**src/rtl/board_scan_controller.sv**
```systemverilog
// board_scan_controller
// Scans an 8x8 reed-switch matrix one row at a time, debounces whole 64-bit
// frames and hands the stable layout to the SPI shifter through a four-phase
// snapshot handshake.
//
// Ports:
//   clk       system clock
//   reset     asynchronous, active-high reset
//   scan_en   level; scanning runs while high
//   c[7:0]    column sense lines, active-high, synchronous to clk
//   r[7:0]    row drive, one-hot active-high, all-zero when idle/comparing
//   snap_req  snapshot request from the SPI side (level)
//   snap_ack  snapshot acknowledge (level)
//   layout    frozen snapshot; bit 8*i+j = c[j] sampled while r[i] driven
//   change    one-cycle pulse when the stable layout updates
module board_scan_controller #(
  parameter int SETTLE_CYCLES  = 4,
  parameter int DEBOUNCE_SCANS = 3
) (
  input  logic        clk,
  input  logic        reset,
  input  logic        scan_en,
  input  logic [7:0]  c,
  output logic [7:0]  r,
  input  logic        snap_req,
  output logic        snap_ack,
  output logic [63:0] layout,
  output logic        change
);

  typedef enum logic [1:0] {
    IDLE    = 2'd0,
    DRIVE   = 2'd1,
    SAMPLE  = 2'd2,
    COMPARE = 2'd3
  } state_t;

  localparam int            SW          = (SETTLE_CYCLES > 1) ? $clog2(SETTLE_CYCLES) : 1;
  localparam logic [SW-1:0] SETTLE_LAST = SW'(SETTLE_CYCLES - 1);
  localparam logic [SW-1:0] SETTLE_ONE  = SW'(1);
  localparam logic [3:0]    DEB_MAX     = 4'(DEBOUNCE_SCANS);

  state_t        state_r, state_s;
  logic [2:0]    row_r, row_s;
  logic [SW-1:0] settle_r, settle_s;
  logic [63:0]   frame_r, frame_s;
  logic [63:0]   cand_r, cand_s;
  logic [3:0]    match_r, match_s;
  logic [63:0]   stable_r, stable_s;
  logic          change_r, change_s;
  logic [7:0]    r_r, r_s;
  logic          ack_r;
  logic [63:0]   layout_r;

  // State register: scan sequencer, debounce state and registered outputs.
  always_ff @(posedge clk or posedge reset) begin
    if (reset) begin
      state_r  <= IDLE;
      row_r    <= 3'd0;
      settle_r <= {SW{1'b0}};
      frame_r  <= 64'd0;
      cand_r   <= 64'd0;
      match_r  <= 4'd0;
      stable_r <= 64'd0;
      change_r <= 1'b0;
      r_r      <= 8'h00;
    end else begin
      state_r  <= state_s;
      row_r    <= row_s;
      settle_r <= settle_s;
      frame_r  <= frame_s;
      cand_r   <= cand_s;
      match_r  <= match_s;
      stable_r <= stable_s;
      change_r <= change_s;
      r_r      <= r_s;
    end
  end

  // Next-state logic: row sequencing, column sampling and frame debounce.
  always_comb begin
    state_s  = state_r;
    row_s    = row_r;
    settle_s = settle_r;
    frame_s  = frame_r;
    cand_s   = cand_r;
    match_s  = match_r;
    stable_s = stable_r;
    change_s = 1'b0;
    case (state_r)
      IDLE: begin
        if (scan_en) begin
          state_s  = DRIVE;
          row_s    = 3'd0;
          settle_s = {SW{1'b0}};
        end else begin
          state_s  = IDLE;
        end
      end
      DRIVE: begin
        if (!scan_en) begin
          // Abandon the partial frame; the debounce run must start over.
          state_s  = IDLE;
          row_s    = 3'd0;
          settle_s = {SW{1'b0}};
          match_s  = 4'd0;
        end else if (settle_r == SETTLE_LAST) begin
          state_s  = SAMPLE;
          settle_s = {SW{1'b0}};
        end else begin
          settle_s = settle_r + SETTLE_ONE;
        end
      end
      SAMPLE: begin
        if (!scan_en) begin
          state_s  = IDLE;
          row_s    = 3'd0;
          settle_s = {SW{1'b0}};
          match_s  = 4'd0;
        end else begin
          frame_s[{row_r, 3'b000} +: 8] = c;
          if (row_r == 3'd7) begin
            state_s = COMPARE;
          end else begin
            state_s = DRIVE;
            row_s   = row_r + 3'd1;
          end
        end
      end
      COMPARE: begin
        if (frame_r == cand_r) begin
          if (match_r >= DEB_MAX) begin
            match_s = DEB_MAX;
          end else begin
            match_s = match_r + 4'd1;
          end
        end else begin
          cand_s  = frame_r;
          match_s = 4'd1;
        end
        // Decision uses the post-update candidate and count.
        if ((match_s == DEB_MAX) && (cand_s != stable_r)) begin
          stable_s = cand_s;
          change_s = 1'b1;
        end else begin
          stable_s = stable_r;
        end
        row_s    = 3'd0;
        settle_s = {SW{1'b0}};
        if (scan_en) begin
          state_s = DRIVE;
        end else begin
          state_s = IDLE;
        end
      end
      default: begin
        state_s  = IDLE;
        row_s    = 3'd0;
        settle_s = {SW{1'b0}};
      end
    endcase
  end

  // Output logic: row drive for the upcoming cycle, so r is a clean register.
  always_comb begin
    r_s = 8'h00;
    if ((state_s == DRIVE) || (state_s == SAMPLE)) begin
      r_s = 8'h01 << row_s;
    end else begin
      r_s = 8'h00;
    end
  end

  // Snapshot handshake: capture on request rise, hold while acknowledged.
  always_ff @(posedge clk or posedge reset) begin
    if (reset) begin
      ack_r    <= 1'b0;
      layout_r <= 64'd0;
    end else if (snap_req && !ack_r) begin
      // stable_r here is the pre-update value if an update lands this edge.
      layout_r <= stable_r;
      ack_r    <= 1'b1;
    end else if (!snap_req && ack_r) begin
      ack_r    <= 1'b0;
    end else begin
      ack_r    <= ack_r;
      layout_r <= layout_r;
    end
  end

  assign r        = r_r;
  assign change   = change_r;
  assign snap_ack = ack_r;
  assign layout   = layout_r;

endmodule

```
**config.mk**
```make
export PLATFORM = sky130hd
export DESIGN_NAME = board_scan_controller
export DESIGN_NICKNAME = d
export VERILOG_FILES = /design/src/rtl/board_scan_controller.sv
export SDC_FILE = /design/constraint.sdc
export NUM_CORES = 1
export LEC_CHECK = 0
export CAP_MARGIN = 10
export CORE_ASPECT_RATIO = 0.75
export CORE_UTILIZATION = 59
export CTS_BUF_LIST = sky130_fd_sc_hd__clkbuf_8
export DETAILED_ROUTE_END_ITERATION = 8
export MAX_ROUTING_LAYER = met4
export PLACE_DENSITY_LB_ADDON = 0.3
export SLEW_MARGIN = 20
export SYNTH_ARGS = -nofsm -noshare
export SYNTH_HDL_FRONTEND = slang
export SYNTH_SLANG_ARGS = --single-unit
```
**constraint.sdc**
```tcl
create_clock -name clk -period 11.64 [get_ports clk]
set_input_delay 2.328 -clock clk [delete_from_list [all_inputs] [get_ports clk]]
set_output_delay 2.328 -clock clk [all_outputs]
set_load 0.01 [all_outputs]
```
==> impl_metrics.tcl, run 1 <==
set metrics [dict create \
    status "completed" \
    final-setup-viol-count 0 \
    die_x_um 168 \
    antennaDiodeCount 0 \
    final_cell_area_mm2 0.0141 \
    power_density_mw_per_mm2 164 \
    postCtsSetupBuffers 0 \
    synth_flop_cell "sky130_fd_sc_hd__dfrtp_1" \
    critPathMaxFanout 14 \
    initialDrtViolationCount 507 \
    fmax_mhz 245 \
    routed-via-count 7507 \
    netlist_area_mm2 0.0122 \
    crit_type "in -> reg" \
    power.net_switching_w 0.000633 \
    cell_internal_pwr_w 0.00168 \
    irDropWorstVdd_uv 115 \
    route.antenna.remaining_nets 0 \
    nets 1060 \
    critPathCaptureType "flop" \
    cts_tree "done" \
    grt_max_degree 159 \
    hold_ws_ps 504 \
    placement.cell_area_mm2 0.0132 \
    setup_ws_ps 7550 \
    synth.distinct_cells 35 \
    first_pass_grt_wire_length_mm 43.1 \
    crit-reg2reg-capture "stable_r[20]" \
    syn-num-nets 965 \
    power_leakage_nw 6.80 \
    synth.yosys.seq_area_share 0.570 \
    cts_sinks 277 \
    ys_seq_elements 277 \
    setup.worst_path.end "frame_r[27]" \
    clock_latency_ps 550 \
    fp.dieArea_mm2 0.0212 \
    number_of_input_and_output_port_buffers_inserted 85 \
    syn_avg_cell_area_um2 13.0 \
    power_frac_clock 0.366 \
    layout-drive-gt1-share 0.228 \
    combPwrFrac 0.159 \
    period_minus_slack_ps 4090 \
    crit_arrival_ps 4520 \
    clockBufferDepth 3 \
    switching_share_of_total_power 0.274 \
    synthCells 939 \
    fin_util 0.699 \
    core-area_mm2 0.0202 \
    reg2reg_from "frame_r[40]" \
    layout_worst_path_cycle_share 0.351 \
    detailedRoute.firstPassIterationCount 5 \
    post_cts_resize_count 0 \
    place.gp.congestion 0.899 \
    cts_hold_buf 0 \
    cts_buffers 43 \
    cap_violations 0 \
    share_seq_of_total_power 0.475 \
    num_rows 45 \
    residual_overflow_from_global_routing 0 \
    clock_tree_root_driver_cell "sky130_fd_sc_hd__clkbuf_8" \
    setup.worst_path.start_class "input pin" \
    drv_slew 0 \
    via_count_of_the_first_global_routing_pass 7660 \
    fin_worst_skew_ps 19.7 \
    dp.final_hpwl_mm 17.8 \
    setup.reg_to_reg.worst_slack_ps 8110 \
    hold_class "reg -> reg" \
    number_of_synthesized_flops_with_an_enable_pin 0 \
    routed_wl_mm 26.7 \
    synth_warnings 0 \
    dpl_worst_slack_ps 7000 \
    grt.total_usage 0.275 \
    boundaryPins 86 \
    clk_transition_reported_paths_ps 60 \
    rsz_0062_raised_after_global_routing "false" \
    worst_setup_path_startpoint "scan_en" \
    floorplan.die.height_um 126 \
    final-hold-violation-count 0 \
    cts-htree-levels 2 \
    timing.reg2reg.worst_path_depth 7 \
    drt_drc_violations_left 0 \
    relSlewSlack 0.246 \
    routed_via_density 5.67 \
    starting_density_of_the_core 0.602 \
    antenna_found_initial 0 \
    async_reset_ff_frac 1.00 \
    worst-slew-pin-transition_ps 1120 \
    setup_total_negative_slack_ps 0 \
    routedWlPerCell_um 20.1 \
    flow.area_growth_from_synthesis_pct 16.3 \
    worst-endpoint-required_ps 12070 \
]
## worst max-delay path, stage by stage
cell	delay (ps)
sky130_fd_sc_hd__clkdlybuf4s50_1	670
sky130_fd_sc_hd__and2_1	340
sky130_fd_sc_hd__nand2_1	90
sky130_fd_sc_hd__nor2_1	680
sky130_fd_sc_hd__mux2_2	410
## final cells by class
class,count,area (um^2)
sequential,277,6930
inverter,32,133
clock inverter,19,110
tap,258,323
multi-input combinational,588,4920
timing repair buffer,92,903
clock buffer,59,812
fill,1468,6080
## per-layer routing
layer	global-route usage	vias to the layer above	share of wire
li1	-	3420	-
met1	0.394	3830	0.47
met2	0.385	213	0.43
met3	0.0702	44	0.069
met4	0.0917	0	0.024
met5	-	-	0
## Yosys cell counts, types with 4 or more instances
master	count	share of area
sky130_fd_sc_hd__nand3_1	26	0.011
sky130_fd_sc_hd__nor2_1	15	0.0046
sky130_fd_sc_hd__xor2_1	65	0.047
sky130_fd_sc_hd__dfrtp_1	277	0.57
sky130_fd_sc_hd__xnor2_1	65	0.047
sky130_fd_sc_hd__ha_1	14	0.014
sky130_fd_sc_hd__nand2b_1	6	0.0031
sky130_fd_sc_hd__buf_6	6	0.0056
sky130_fd_sc_hd__nand4_1	21	0.011
sky130_fd_sc_hd__mux2_2	164	0.15
sky130_fd_sc_hd__nor3_1	4	0.0016
sky130_fd_sc_hd__nand2_1	61	0.019
sky130_fd_sc_hd__nor3b_1	4	0.0025
sky130_fd_sc_hd__mux2_1	49	0.045
sky130_fd_sc_hd__o21ai_0	50	0.021
sky130_fd_sc_hd__nor4_1	21	0.011
sky130_fd_sc_hd__buf_1	9	0.0028
sky130_fd_sc_hd__clkbuf_1	24	0.0074
sky130_fd_sc_hd__inv_1	32	0.0099
## through the flow
stage	cells	total power [W]
final	1325	0.00231
after global routing	1325	0.00241
after CTS	1325	0.00233
after detailed placement	1247	0.00148
after global placement	1247	0.00147
after floorplan	939	0.00137
## how the worst min path moves through the flow
stage	from	end	slack, ps	depth (start not counted)
after floorplan	match_r[1]	match_r[1]	450	2
final	layout[47]	layout[47]	500	1
after detailed placement	layout[41]	layout[41]	500	1
after global placement	match_r[1]	match_r[1]	480	2
after CTS	layout[48]	layout[48]	510	1
after global routing	layout[48]	layout[48]	520	1
## kinds of logic (layout without fill, tap and decap cells)
kind of cell,after synthesis,count (layout),synth area share
AND/OR/NAND/NOR,167,167,0.0677
AO/OA/AOI/OAI,61,61,0.0277
XOR/XNOR,130,130,0.0936
multiplexers,216,216,0.200
flip-flops,277,277,0.570
adder cells (fa/ha/maj),14,14,0.0144
buffers and inverters,74,202,0.0269
## placed cells by master (no fill, tap or decap), drive strengths merged, types with 15 or more instances in the layout
| master | count |
|---|---|
| nor4 | 21 |
| clkdlybuf4s50 | 85 |
| nand4 | 21 |
| dfrtp | 277 |
| nand3 | 26 |
| nor2 | 15 |
| inv | 43 |
| mux2 | 213 |
| nand2 | 61 |
| o21ai | 50 |
| xnor2 | 65 |
| xor2 | 65 |
| clkbuf | 59 |
## sequential cells by signal, summed over array words and instances, names as in the netlist
name and count:
snap_ack 1, settle_r 2, frame_r 64, row_r 3, r 8, cand_r 64, state_r 2, match_r 4
change 1, stable_r 64, layout 64
## power by group through the flow
stage	clock [W]	combinational, W	sequential (W)
final	0.000847	0.000367	0.00110
after global routing	0.000906	0.000400	0.00111
after CTS	0.000863	0.000366	0.00110
after detailed placement	0	0.000364	0.00112
after global placement	0	0.000356	0.00111
after floorplan	0	0.000269	0.00110
Note: power is estimated with default switching activity, not from simulation.
==> inputs of run 2 (changes only) <==
--- a/config.mk
+++ b/config.mk
@@ -7,7 +7,7 @@
 export LEC_CHECK = 0
 export CAP_MARGIN = 10
 export CORE_ASPECT_RATIO = 0.75
-export CORE_UTILIZATION = 59
+export CORE_UTILIZATION = 55
 export CTS_BUF_LIST = sky130_fd_sc_hd__clkbuf_8
 export DETAILED_ROUTE_END_ITERATION = 8
 export MAX_ROUTING_LAYER = met4
==> constraint.sdc (replaced) <==
create_clock -name clk -period 3.4 [get_ports clk]
set_input_delay 0.68 -clock clk [delete_from_list [all_inputs] [get_ports clk]]
set_output_delay 0.68 -clock clk [all_outputs]
set_load 0.01 [all_outputs]
==> run 2 against run 1 <==
Clock skew grew 3.1 ps; clock-buffer cell count shrank 5; first-iteration DRC count shrank 13%; sequential power grew to 3.4 times the previous value; critical endpoint is now stable_r[47]; wire length grew 2.4%; global-route usage shrank 1.2 points; critical path depth grew 2.
==> impl_metrics.tcl, run 2 (synthesized netlist as in run 1, its figures left out) <==
set metrics [dict create \
    layout_commonest_cell "sky130_fd_sc_hd__dfrtp_1" \
    number_of_input_and_output_port_buffers_inserted 85 \
    routed_wl_mm 27.3 \
    clk_transition_reported_paths_ps 60 \
    nets 1077 \
    relSlewSlack 0.482 \
    status "completed" \
    layout_worst_path_cycle_share 0.865 \
    critPathMaxFanout 65 \
    setup.reg_to_reg.worst_slack_ps 460 \
    antenna_found_initial 0 \
    reg2reg_from "frame_r[7]" \
    die_x_um 174 \
    period_minus_slack_ps 2940 \
    residual_overflow_from_global_routing 0 \
    rsz_0062_raised_after_global_routing "false" \
    routed_via_density 5.53 \
    clock_tree_root_driver_cell "sky130_fd_sc_hd__clkbuf_8" \
    min_to "layout[40]" \
    place.detailed.instances 1295 \
    cap_violations 0 \
    worst-slew-pin-transition_ps 774 \
    fmax_mhz 340 \
    routedWlPerCell_um 20.0 \
    mostFrequentLayoutCells "sky130_fd_sc_hd__dfrtp_1, sky130_fd_sc_hd__mux2_2, sky130_fd_sc_hd__clkdlybuf4s50_1, sky130_fd_sc_hd__xor2_1, sky130_fd_sc_hd__xnor2_1" \
    drt_drc_violations_left 0 \
    initialDrtViolationCount 443 \
    register_cell_area_after_layout_mm2 0.00693 \
    cts_tree "done" \
    crit-reg2reg-capture "stable_r[47]" \
    dp.final_hpwl_mm 18.6 \
    fill_cells 1601 \
    postCtsSetupBuffers 0 \
    boundaryPins 86 \
    setup.worst_path.start_class "flop" \
    hold_class "reg -> reg" \
    cts_sinks 277 \
    hold_ws_ps 502 \
    power_density_mw_per_mm2 540 \
    placement.cell_area_mm2 0.0134 \
    cts_buffers 42 \
    irDropWorstVdd_uv 309 \
    finalNonFillerCells 1365 \
    timing.reg2reg.worst_path_depth 7 \
    critPathCaptureType "flop" \
    worst_hold_startpoint "layout[40]" \
    clock_latency_ps 540 \
    antennaDiodeCount 0 \
    fp.dieArea_mm2 0.0227 \
    cts_hold_buf 0 \
    num_rows 46 \
    grt.total_usage 0.263 \
    core-area_mm2 0.0214 \
    post_cts_resize_count 0 \
    worst-endpoint-required_ps 3810 \
    cts-htree-levels 2 \
    dpl_worst_slack_ps 477 \
    drv_slew 0 \
    power_leakage_nw 6.86 \
    crit_type "reg -> reg" \
    place.gp.congestion 0.890 \
    final-hold-violation-count 0 \
    first_pass_grt_wire_length_mm 43.9 \
    layout-drive-gt1-share 0.232 \
    clockBufferDepth 3 \
    fin_worst_skew_ps 22.8 \
    grt_max_degree 74 \
    detailedRoute.firstPassIterationCount 5 \
    route.antenna.remaining_nets 0 \
    setup_ws_ps 460 \
    final_cell_area_mm2 0.0142 \
    timing.hold.worst_path_depth 1 \
    multiInputGateArea_mm2 0.00492 \
    starting_density_of_the_core 0.568 \
    final-setup-viol-count 0 \
    crit_arrival_ps 3350 \
    floorplan.die.height_um 131 \
    flow.area_growth_from_synthesis_pct 17.0 \
    via_count_of_the_first_global_routing_pass 7603 \
    design_power_total_w 0.00768 \
    routed-via-count 7553 \
]
[run 2: cell count changes in the layout (fill, tap and decap cells not counted), sizes merged]
| cell | delta |
|---|---|
| inv | +2 |
| clkbuf | -5 |
| clkinv | -3 |
| buf | +18 |
| clkinvlp | -1 |
| bufinv | -1 |
[run 2: metrics by stage]
stage | util | TNS (ps)
after floorplan | - | -261860
after global placement | 0.627 | 0
after global routing | 0.665 | 0
final | 0.665 | 0
after CTS | 0.665 | 0
after detailed placement | 0.627 | 0
[run 2: layout make-up]
class                   count  share of cell area
clock buffers              54              0.0522
clock inverters            16             0.00440
inverters                  32             0.00870
multi-input cells         588               0.346
flip-flops and latches    277               0.487
well taps                 288              0.0253
repair buffers            110              0.0765
[run 2: worst max-delay path by stage]
stage              endpoint  slack (ps)   startpoint  cells past startpoint
3_5_place_dp    frame_r[33]         480      scan_en                      5
4_1_cts        stable_r[61]         510  frame_r[27]                      8
5_1_grt         frame_r[59]         340     row_r[0]                      6
6_report       stable_r[47]         460   frame_r[7]                      7
3_3_place_gp    frame_r[36]         520      scan_en                      5
2_1_floorplan     cand_r[0]        -950        reset                      1
[run 2: critical path: stages (launching register included)]
cell                        delay, ps
sky130_fd_sc_hd__dfrtp_1          430
sky130_fd_sc_hd__xnor2_1          380
sky130_fd_sc_hd__nand4_1          160
sky130_fd_sc_hd__nor4_1           380
sky130_fd_sc_hd__nand4_1          300
sky130_fd_sc_hd__a2111oi_4        320
sky130_fd_sc_hd__buf_12           360
sky130_fd_sc_hd__mux2_1           380
[run 2: routing by layer]
metal	share of wire	GRT usage	wire, um	vias up
met4	0.032	0.0939	867	0
met2	0.42	0.366	11500	224
met5	0	-	0	-
met3	0.073	0.0634	1980	68
met1	0.48	0.376	13000	3801
li1	-	-	-	3460
[run 2: power breakdown]
group	internal, W	switching (W)	leakage, nW
Sequential	0.00354	0.000216	3.64
Clock	0.00141	0.00122	0.471
Combinational	0.000619	0.000668	2.74
Total	0.00557	0.00211	6.86
==> inputs of run 3 (changes only) <==
--- a/config.mk
+++ b/config.mk
@@ -10,8 +10,10 @@
 export CORE_UTILIZATION = 55
 export CTS_BUF_LIST = sky130_fd_sc_hd__clkbuf_8
 export DETAILED_ROUTE_END_ITERATION = 8
+export HOLD_SLACK_MARGIN = 0.02
 export MAX_ROUTING_LAYER = met4
 export PLACE_DENSITY_LB_ADDON = 0.3
+export SKIP_CTS_REPAIR_TIMING = 1
 export SLEW_MARGIN = 20
 export SYNTH_ARGS = -nofsm -noshare
 export SYNTH_HDL_FRONTEND = slang
==> results of run 3 <==
Same layout as run 2: the final DEF is identical, and so are final timing and power.
